`src/rtl/axi_lite_initiator_if.sv`:
```
// Command-port bus between the initiator and the accelerator responder:
// write address, write data, read address and read data channels.
interface axi_lite_initiator_if;
    logic        AWVALID;
    logic [31:0] AWADDR;
    logic        AWREADY;
    logic        WDVALID;
    logic [31:0] WDATA;
    logic        WDREADY;
    logic        ARVALID;
    logic [31:0] ARADDR;
    logic        ARREADY;
    logic        RDREADY;
    logic        RDVALID;
    logic [31:0] RDATA;

    modport master (
        output AWVALID, AWADDR, WDVALID, WDATA, ARVALID, ARADDR, RDREADY,
        input  AWREADY, WDREADY, ARREADY, RDVALID, RDATA
    );
    modport slave (
        input  AWVALID, AWADDR, WDVALID, WDATA, ARVALID, ARADDR, RDREADY,
        output AWREADY, WDREADY, ARREADY, RDVALID, RDATA
    );
endinterface

```
`src/rtl/axi_lite_initiator.sv`:
```
// Queues host commands and runs each as one write (AW then W) or read (AR then R)
// bus transaction, returning one response per command.
module axi_lite_initiator #(
    parameter int DEPTH   = 4,
    parameter int TIMEOUT = 1024
) (
    input  logic        clk,
    input  logic        n_rst,
    input  logic        cmd_valid,
    output logic        cmd_ready,
    input  logic        cmd_write,
    input  logic [31:0] cmd_addr,
    input  logic [31:0] cmd_wdata,
    output logic        rsp_valid,
    input  logic        rsp_ready,
    output logic        rsp_write,
    output logic [31:0] rsp_rdata,
    output logic        rsp_err,
    output logic        busy,
    axi_lite_initiator_if.master bus
);
    localparam int AW = $clog2(DEPTH);
    localparam int CW = (TIMEOUT > 0) ? $clog2(TIMEOUT + 1) : 1;
    localparam logic [CW-1:0] TO_CNT = CW'(TIMEOUT);

    typedef struct packed {
        logic        write;
        logic [31:0] addr;
        logic [31:0] data;
    } cmd_t;

    typedef enum logic [2:0] {IDLE, WADDR, WDAT, RADDR, RDAT, RESP} state_t;

    cmd_t          mem [DEPTH];
    cmd_t          head;
    logic [AW:0]   wr_ptr, rd_ptr;
    logic          empty, full, push, pop;
    state_t        state, state_n;
    logic [CW-1:0] cnt;
    logic          seen, expired, exempt, to_err;

    assign empty     = (wr_ptr == rd_ptr);
    assign full      = (wr_ptr[AW] != rd_ptr[AW]) && (wr_ptr[AW-1:0] == rd_ptr[AW-1:0]);
    assign cmd_ready = !full;
    assign push      = cmd_valid && !full;
    assign head      = mem[rd_ptr[AW-1:0]];
    assign busy      = (state != IDLE) || !empty;
    assign expired   = (TIMEOUT != 0) && (cnt == TO_CNT);
    // A matmul run can legitimately hold off WDREADY for a very long time.
    assign exempt    = (bus.AWADDR[23:20] == 4'h1);

    always_ff @(posedge clk) begin
        if (push) mem[wr_ptr[AW-1:0]] <= '{write: cmd_write, addr: cmd_addr, data: cmd_wdata};
    end

    always_ff @(posedge clk or negedge n_rst) begin
        if (!n_rst) state <= IDLE;
        else        state <= state_n;
    end

    always_comb begin
        state_n = state;
        pop     = 1'b0;
        to_err  = 1'b0;
        unique case (state)
            IDLE: if (!empty) begin
                pop     = 1'b1;
                state_n = head.write ? WADDR : RADDR;
            end
            WADDR: if (bus.AWREADY) state_n = WDAT;
                   else if (expired) begin state_n = RESP; to_err = 1'b1; end
            // Data phase ends on the first low cycle after WDREADY was seen high.
            WDAT:  if (seen && !bus.WDREADY) state_n = RESP;
                   else if (expired && !exempt) begin state_n = RESP; to_err = 1'b1; end
            RADDR: if (bus.ARREADY) state_n = RDAT;
                   else if (expired) begin state_n = RESP; to_err = 1'b1; end
            RDAT:  if (seen && !bus.RDVALID) state_n = RESP;
                   else if (expired) begin state_n = RESP; to_err = 1'b1; end
            RESP:  if (rsp_ready) state_n = IDLE;
            default: state_n = IDLE;
        endcase
    end

    always_ff @(posedge clk or negedge n_rst) begin
        if (!n_rst) begin
            wr_ptr      <= '0;
            rd_ptr      <= '0;
            cnt         <= '0;
            seen        <= 1'b0;
            bus.AWVALID <= 1'b0;
            bus.AWADDR  <= '0;
            bus.WDVALID <= 1'b0;
            bus.WDATA   <= '0;
            bus.ARVALID <= 1'b0;
            bus.ARADDR  <= '0;
            bus.RDREADY <= 1'b0;
            rsp_valid   <= 1'b0;
            rsp_write   <= 1'b0;
            rsp_rdata   <= '0;
            rsp_err     <= 1'b0;
        end else begin
            if (push) wr_ptr <= wr_ptr + (AW+1)'(1);
            if (pop)  rd_ptr <= rd_ptr + (AW+1)'(1);

            if (state_n != state) begin
                cnt  <= '0;
                seen <= 1'b0;
            end else begin
                cnt  <= cnt + CW'(1);
                if ((state == WDAT && bus.WDREADY) || (state == RDAT && bus.RDVALID)) seen <= 1'b1;
            end

            bus.AWVALID <= (state_n == WADDR);
            bus.WDVALID <= (state_n == WDAT);
            bus.ARVALID <= (state_n == RADDR);
            bus.RDREADY <= (state_n == RDAT);
            rsp_valid   <= (state_n == RESP);

            if (pop) begin
                rsp_write <= head.write;
                rsp_rdata <= '0;
                rsp_err   <= 1'b0;
                if (head.write) begin
                    bus.AWADDR <= head.addr;
                    bus.WDATA  <= head.data;
                end else begin
                    bus.ARADDR <= head.addr;
                end
            end else if (to_err) begin
                rsp_err   <= 1'b1;
                rsp_rdata <= '0;
            end else if (state == RDAT && bus.RDVALID) begin
                rsp_rdata <= bus.RDATA;
            end
        end
    end
endmodule
```
`src/flat_wrapper.sv`:
```
// flat-port wrapper written by rule: the top's interface ports become plain ports
module axi_lite_initiator_flat 
#(
    parameter int DEPTH   = 4,
    parameter int TIMEOUT = 1024
)
  (clk, n_rst, cmd_valid, cmd_ready, cmd_write, cmd_addr, cmd_wdata, rsp_valid, rsp_ready, rsp_write, rsp_rdata, rsp_err, busy, bus_AWVALID, bus_AWADDR, bus_WDVALID, bus_WDATA, bus_ARVALID, bus_ARADDR, bus_RDREADY, bus_AWREADY, bus_WDREADY, bus_ARREADY, bus_RDVALID, bus_RDATA);
  axi_lite_initiator_if bus_i ();
  input  logic clk;
  input  logic n_rst;
  input  logic cmd_valid;
  output logic cmd_ready;
  input  logic cmd_write;
  input  logic [31:0] cmd_addr;
  input  logic [31:0] cmd_wdata;
  output logic rsp_valid;
  input  logic rsp_ready;
  output logic rsp_write;
  output logic [31:0] rsp_rdata;
  output logic rsp_err;
  output logic busy;
  output wire logic [$bits(bus_i.AWVALID)-1:0] bus_AWVALID;
  output wire logic [$bits(bus_i.AWADDR)-1:0] bus_AWADDR;
  output wire logic [$bits(bus_i.WDVALID)-1:0] bus_WDVALID;
  output wire logic [$bits(bus_i.WDATA)-1:0] bus_WDATA;
  output wire logic [$bits(bus_i.ARVALID)-1:0] bus_ARVALID;
  output wire logic [$bits(bus_i.ARADDR)-1:0] bus_ARADDR;
  output wire logic [$bits(bus_i.RDREADY)-1:0] bus_RDREADY;
  input wire logic [$bits(bus_i.AWREADY)-1:0] bus_AWREADY;
  input wire logic [$bits(bus_i.WDREADY)-1:0] bus_WDREADY;
  input wire logic [$bits(bus_i.ARREADY)-1:0] bus_ARREADY;
  input wire logic [$bits(bus_i.RDVALID)-1:0] bus_RDVALID;
  input wire logic [$bits(bus_i.RDATA)-1:0] bus_RDATA;
  assign bus_AWVALID = bus_i.AWVALID;
  assign bus_AWADDR = bus_i.AWADDR;
  assign bus_WDVALID = bus_i.WDVALID;
  assign bus_WDATA = bus_i.WDATA;
  assign bus_ARVALID = bus_i.ARVALID;
  assign bus_ARADDR = bus_i.ARADDR;
  assign bus_RDREADY = bus_i.RDREADY;
  assign bus_i.AWREADY = bus_AWREADY;
  assign bus_i.WDREADY = bus_WDREADY;
  assign bus_i.ARREADY = bus_ARREADY;
  assign bus_i.RDVALID = bus_RDVALID;
  assign bus_i.RDATA = bus_RDATA;
  axi_lite_initiator #(.DEPTH(DEPTH), .TIMEOUT(TIMEOUT)) u_core (.clk(clk), .n_rst(n_rst), .cmd_valid(cmd_valid), .cmd_ready(cmd_ready), .cmd_write(cmd_write), .cmd_addr(cmd_addr), .cmd_wdata(cmd_wdata), .rsp_valid(rsp_valid), .rsp_ready(rsp_ready), .rsp_write(rsp_write), .rsp_rdata(rsp_rdata), .rsp_err(rsp_err), .busy(busy), .bus(bus_i));
endmodule
```
`config.mk`:
```
export PLATFORM = sky130hd
export DESIGN_NAME = axi_lite_initiator_flat
export DESIGN_NICKNAME = d
export VERILOG_FILES = /design/src/rtl/axi_lite_initiator_if.sv /design/src/rtl/axi_lite_initiator.sv /design/src/flat_wrapper.sv
export SDC_FILE = /design/constraint.sdc
export NUM_CORES = 1
export LEC_CHECK = 0
export CORE_MARGIN = 4
export CORE_UTILIZATION = 49
export CTS_BUF_LIST = sky130_fd_sc_hd__clkbuf_2 sky130_fd_sc_hd__clkbuf_4 sky130_fd_sc_hd__clkbuf_8
export DETAILED_ROUTE_END_ITERATION = 10
export PLACE_DENSITY = 0.74
export SLEW_MARGIN = 5
export SYNTH_ARGS = -nofsm -noshare
export SYNTH_HDL_FRONTEND = slang
export SYNTH_SLANG_ARGS = --single-unit
```
`constraint.sdc`:
```
create_clock -name clk -period 3.8 [get_ports clk]
set_input_delay 0.38 -clock clk [delete_from_list [all_inputs] [get_ports clk]]
set_output_delay 0.38 -clock clk [all_outputs]
set_load 0.01 [all_outputs]
```
==> results.ini <==
[status]
status=finished clean

[finish]
storage_cell_area_um2=11700
multi_input_comb_area_um2=3950
layout-drive-gt1-share_pct=24.0
syn2layout_area_growth_pct=27.6
layout.filler_cells=2262
finish.net_count=1242

[floorplan]
core_area_um2=31800
core.rowCount=65
start_util_pct=50.0
fp.dieW_um=188
io_pins=242
die_h_um=188
dieArea_um2=35400

[clock_tree]
clk_path_buf_depth=3
cts_inserted_buffers=67
cts-root-buf=clkbuf_8
clkTransAtPathRegs_ns=0.06
cts_tree=built
cts_post_setup_buffers_inserted=0
cts_max_level=3
clkLatencyLatePin_ns=0.58
clkSinkCount=416

[timing]
setup_viol=0
finalMaxSlewViolations=0
finalSetupTns_ns=0
fin_crit_sh_pct=70.2
layout_min_cycle_time_ns=2.67
unrepaired_setup_endpoints_after_global_routing=false
timing.max_slew.rel_slack_pct=18.7
fin_worst_skew_ns=0.0355
hold_viol_final=0
fmax_ghz=0.375
tightest_slew_ns=1.22

[place]
numPortBuffers=241
detailedPlacementHpwl_um=21600
place.gp.congestion=0.797

[worst_hold_path]
hp-class=input port to register
worstHoldPathCells=3

[global_route]
grt_max_degree=60
grt_pass1_vias=9312
globalRoute.totalOverflow=0
grt_antenna_before_repair=8
grt_first_pass_wirelength_um=52600
grt_use_total_pct=19.0

[drt]
drt_drc_violations_left=0
detailroute.via_count=8490
drt_wl_total_um=33500
avgRoutedWirePerCell_um=20.7
drt.antenna.violating_nets=0
detailedRoute.firstPassIterationCount=5
drt_iter0_drc=420
via_per_inst=5.23

[pwr]
total_power_consumption_of_the_routed_design_mw=16.6
vdd_drop_max_v=0.000571
p_per_area_nw_per_um2=820
power.leakage_nw=7.41

[setup_path]
worst-setup-path-type=register to register
startpoint_type=register
critPathRequiredTime_ns=4.23
critPathMaxStageDelay_ns=0.63
crit_path_max_fanout=33
worstPathArrival_ns=3.10
rr_worst_depth=5
series_of_cell_instances_along_the_critical_path=xor2_1 -> o31a_2 -> nand2_4 -> buf_4 -> mux2_1
endpoint_kind=register
crit_path_top_delay_cell=dfrtp_4

[logic_synthesis]
netlist_area_um2=15900
postSynthRegisterBits=416
synthesis.nets=956
yosysWarnings=0
yosysUniqueCellTypes=48
synth-edff-count=260
synthCells=844
post_synth.cell_area_avg_um2=18.8
ys_async_sr_fraction_pct=37.5
yosys.area.top_type_share_pct=49.1
ys_seq_area_share_pct=73.7
synth_top_cells_by_count=edfxtp_1, dfrtp_1, nand2_1
ys.flop_type=edfxtp_1
synth.largest_area_cell=edfxtp_1
synthTopCellsByArea=edfxtp_1, dfrtp_1, mux4_2, mux2_1, mux2_2
yosysMostFrequentCell=edfxtp_1

[flow_run]
drv_cap=0

routing by layer:
layer	global-route usage, %	vias up	wire length (um)
met1	24.5	4335	13800
met3	6.74	66	2670
li1	-	3819	-
met2	30.5	260	16300
met5	0	-	72
met4	6.49	10	699
state kept, by name (all words and copies together), names as in the netlist, 3 cells and up:
name / count
u_core.bus.ARADDR: 32
u_core.wr_ptr: 3
u_core.cnt: 11
u_core.state: 3
u_core.mem: 260
u_core.rd_ptr: 3
u_core.rsp_rdata: 32
u_core.bus.AWADDR: 32
u_core.bus.WDATA: 32
metrics by stage:
step | hold slack, ns | area, um2 | instances | utilization (%) | worst slack (ns)
detailed placement | 0.407 | 18800 | 1495 | 59.2 | 1.07
global placement | 0.398 | 18800 | 1495 | 59.2 | 1.13
finish | 0.356 | 20300 | 1622 | 63.8 | 1.13
global route | 0.350 | 20300 | 1622 | 63.8 | 0.970
floorplan | 0.0844 | 15900 | 844 | - | 0.688
CTS | 0.315 | 20300 | 1619 | 63.8 | 1.06
repair_timing:
| action | 4_1_cts | 5_1_grt |
|---|---|---|
| gates resized for setup | 0 | 0 |
| hold endpoints to repair | 56 | 0 |
| hold buffers | 1 | 0 |
layout by cell type (no fill, tap or decap), types with 4 or more instances in the layout:
master           instances
and3_1                   5
buf_12                   4
clkbuf_4                25
xnor2_1                  7
inv_1                    5
nor2b_1                  5
nand2_1                 75
nand2b_1                 7
xor2_1                  11
clkdlybuf4s50_1        240
dfrtp_1                154
edfxtp_1               260
and3_4                   4
nand3_1                 10
a21oi_1                 37
mux2_2                  47
nor3_2                  11
buf_4                   12
ha_1                     7
clkinv_2                 8
clkbuf_8                80
mux4_2                  65
mux2_1                  49
worst max-delay path: cells and delay by family (launching register included):
family                    cells  cell delay, ns
DFF                           1            0.63
buffers and inverters         1            0.39
xor gates and xnor gates      1            0.26
muxes                         1            0.36
AOI/OAI and AO/OA             1            0.43
and+or+nand+nor               1            0.46
report_power, final:
part / internal, mW / leakage (nW) / switching, mW
Combinational: 3.00 / 2.32 / 2.66
Sequential: 6.27 / 4.32 / 0.708
Clock: 2.31 / 0.766 / 1.70
Total: 11.6 / 7.41 / 5.07
cell type report:
class,count,area share (%)
repair buffers,258,12.8
multi-input cells,381,19.5
clock inverters,18,0.759
diodes,3,0.0370
well taps,435,2.68
clock buffers,105,6.35
inverters,6,0.111
flip-flops and latches,416,57.8
final timing paths:
path | end | startpoint | slack [ns]
min in group asynchronous | u_core.wr_ptr[0] | n_rst | 0.37
worst max register to register | u_core.bus.AWADDR[8] | u_core.rd_ptr[1] | 1.13
max in group asynchronous | u_core.state[1] | n_rst | 2.55
worst max-delay path | u_core.bus.AWADDR[8] | u_core.rd_ptr[1] | 1.13
worst min register to register | u_core.wr_ptr[2] | u_core.wr_ptr[2] | 0.48
worst min-delay path | u_core.rsp_rdata[13] | bus_RDATA[13] | 0.36
kinds of logic after synthesis:
family | count (synthesis) | share of synthesized area (%)
fa+ha+maj | 7 | 0.551
mux | 162 | 16.1
simple gates | 145 | 5.08
flops | 416 | 73.7
buf+inv | 47 | 1.62
compound gates | 49 | 1.98
xor+xnor | 18 | 0.992
(Power assumes the default switching activity.)
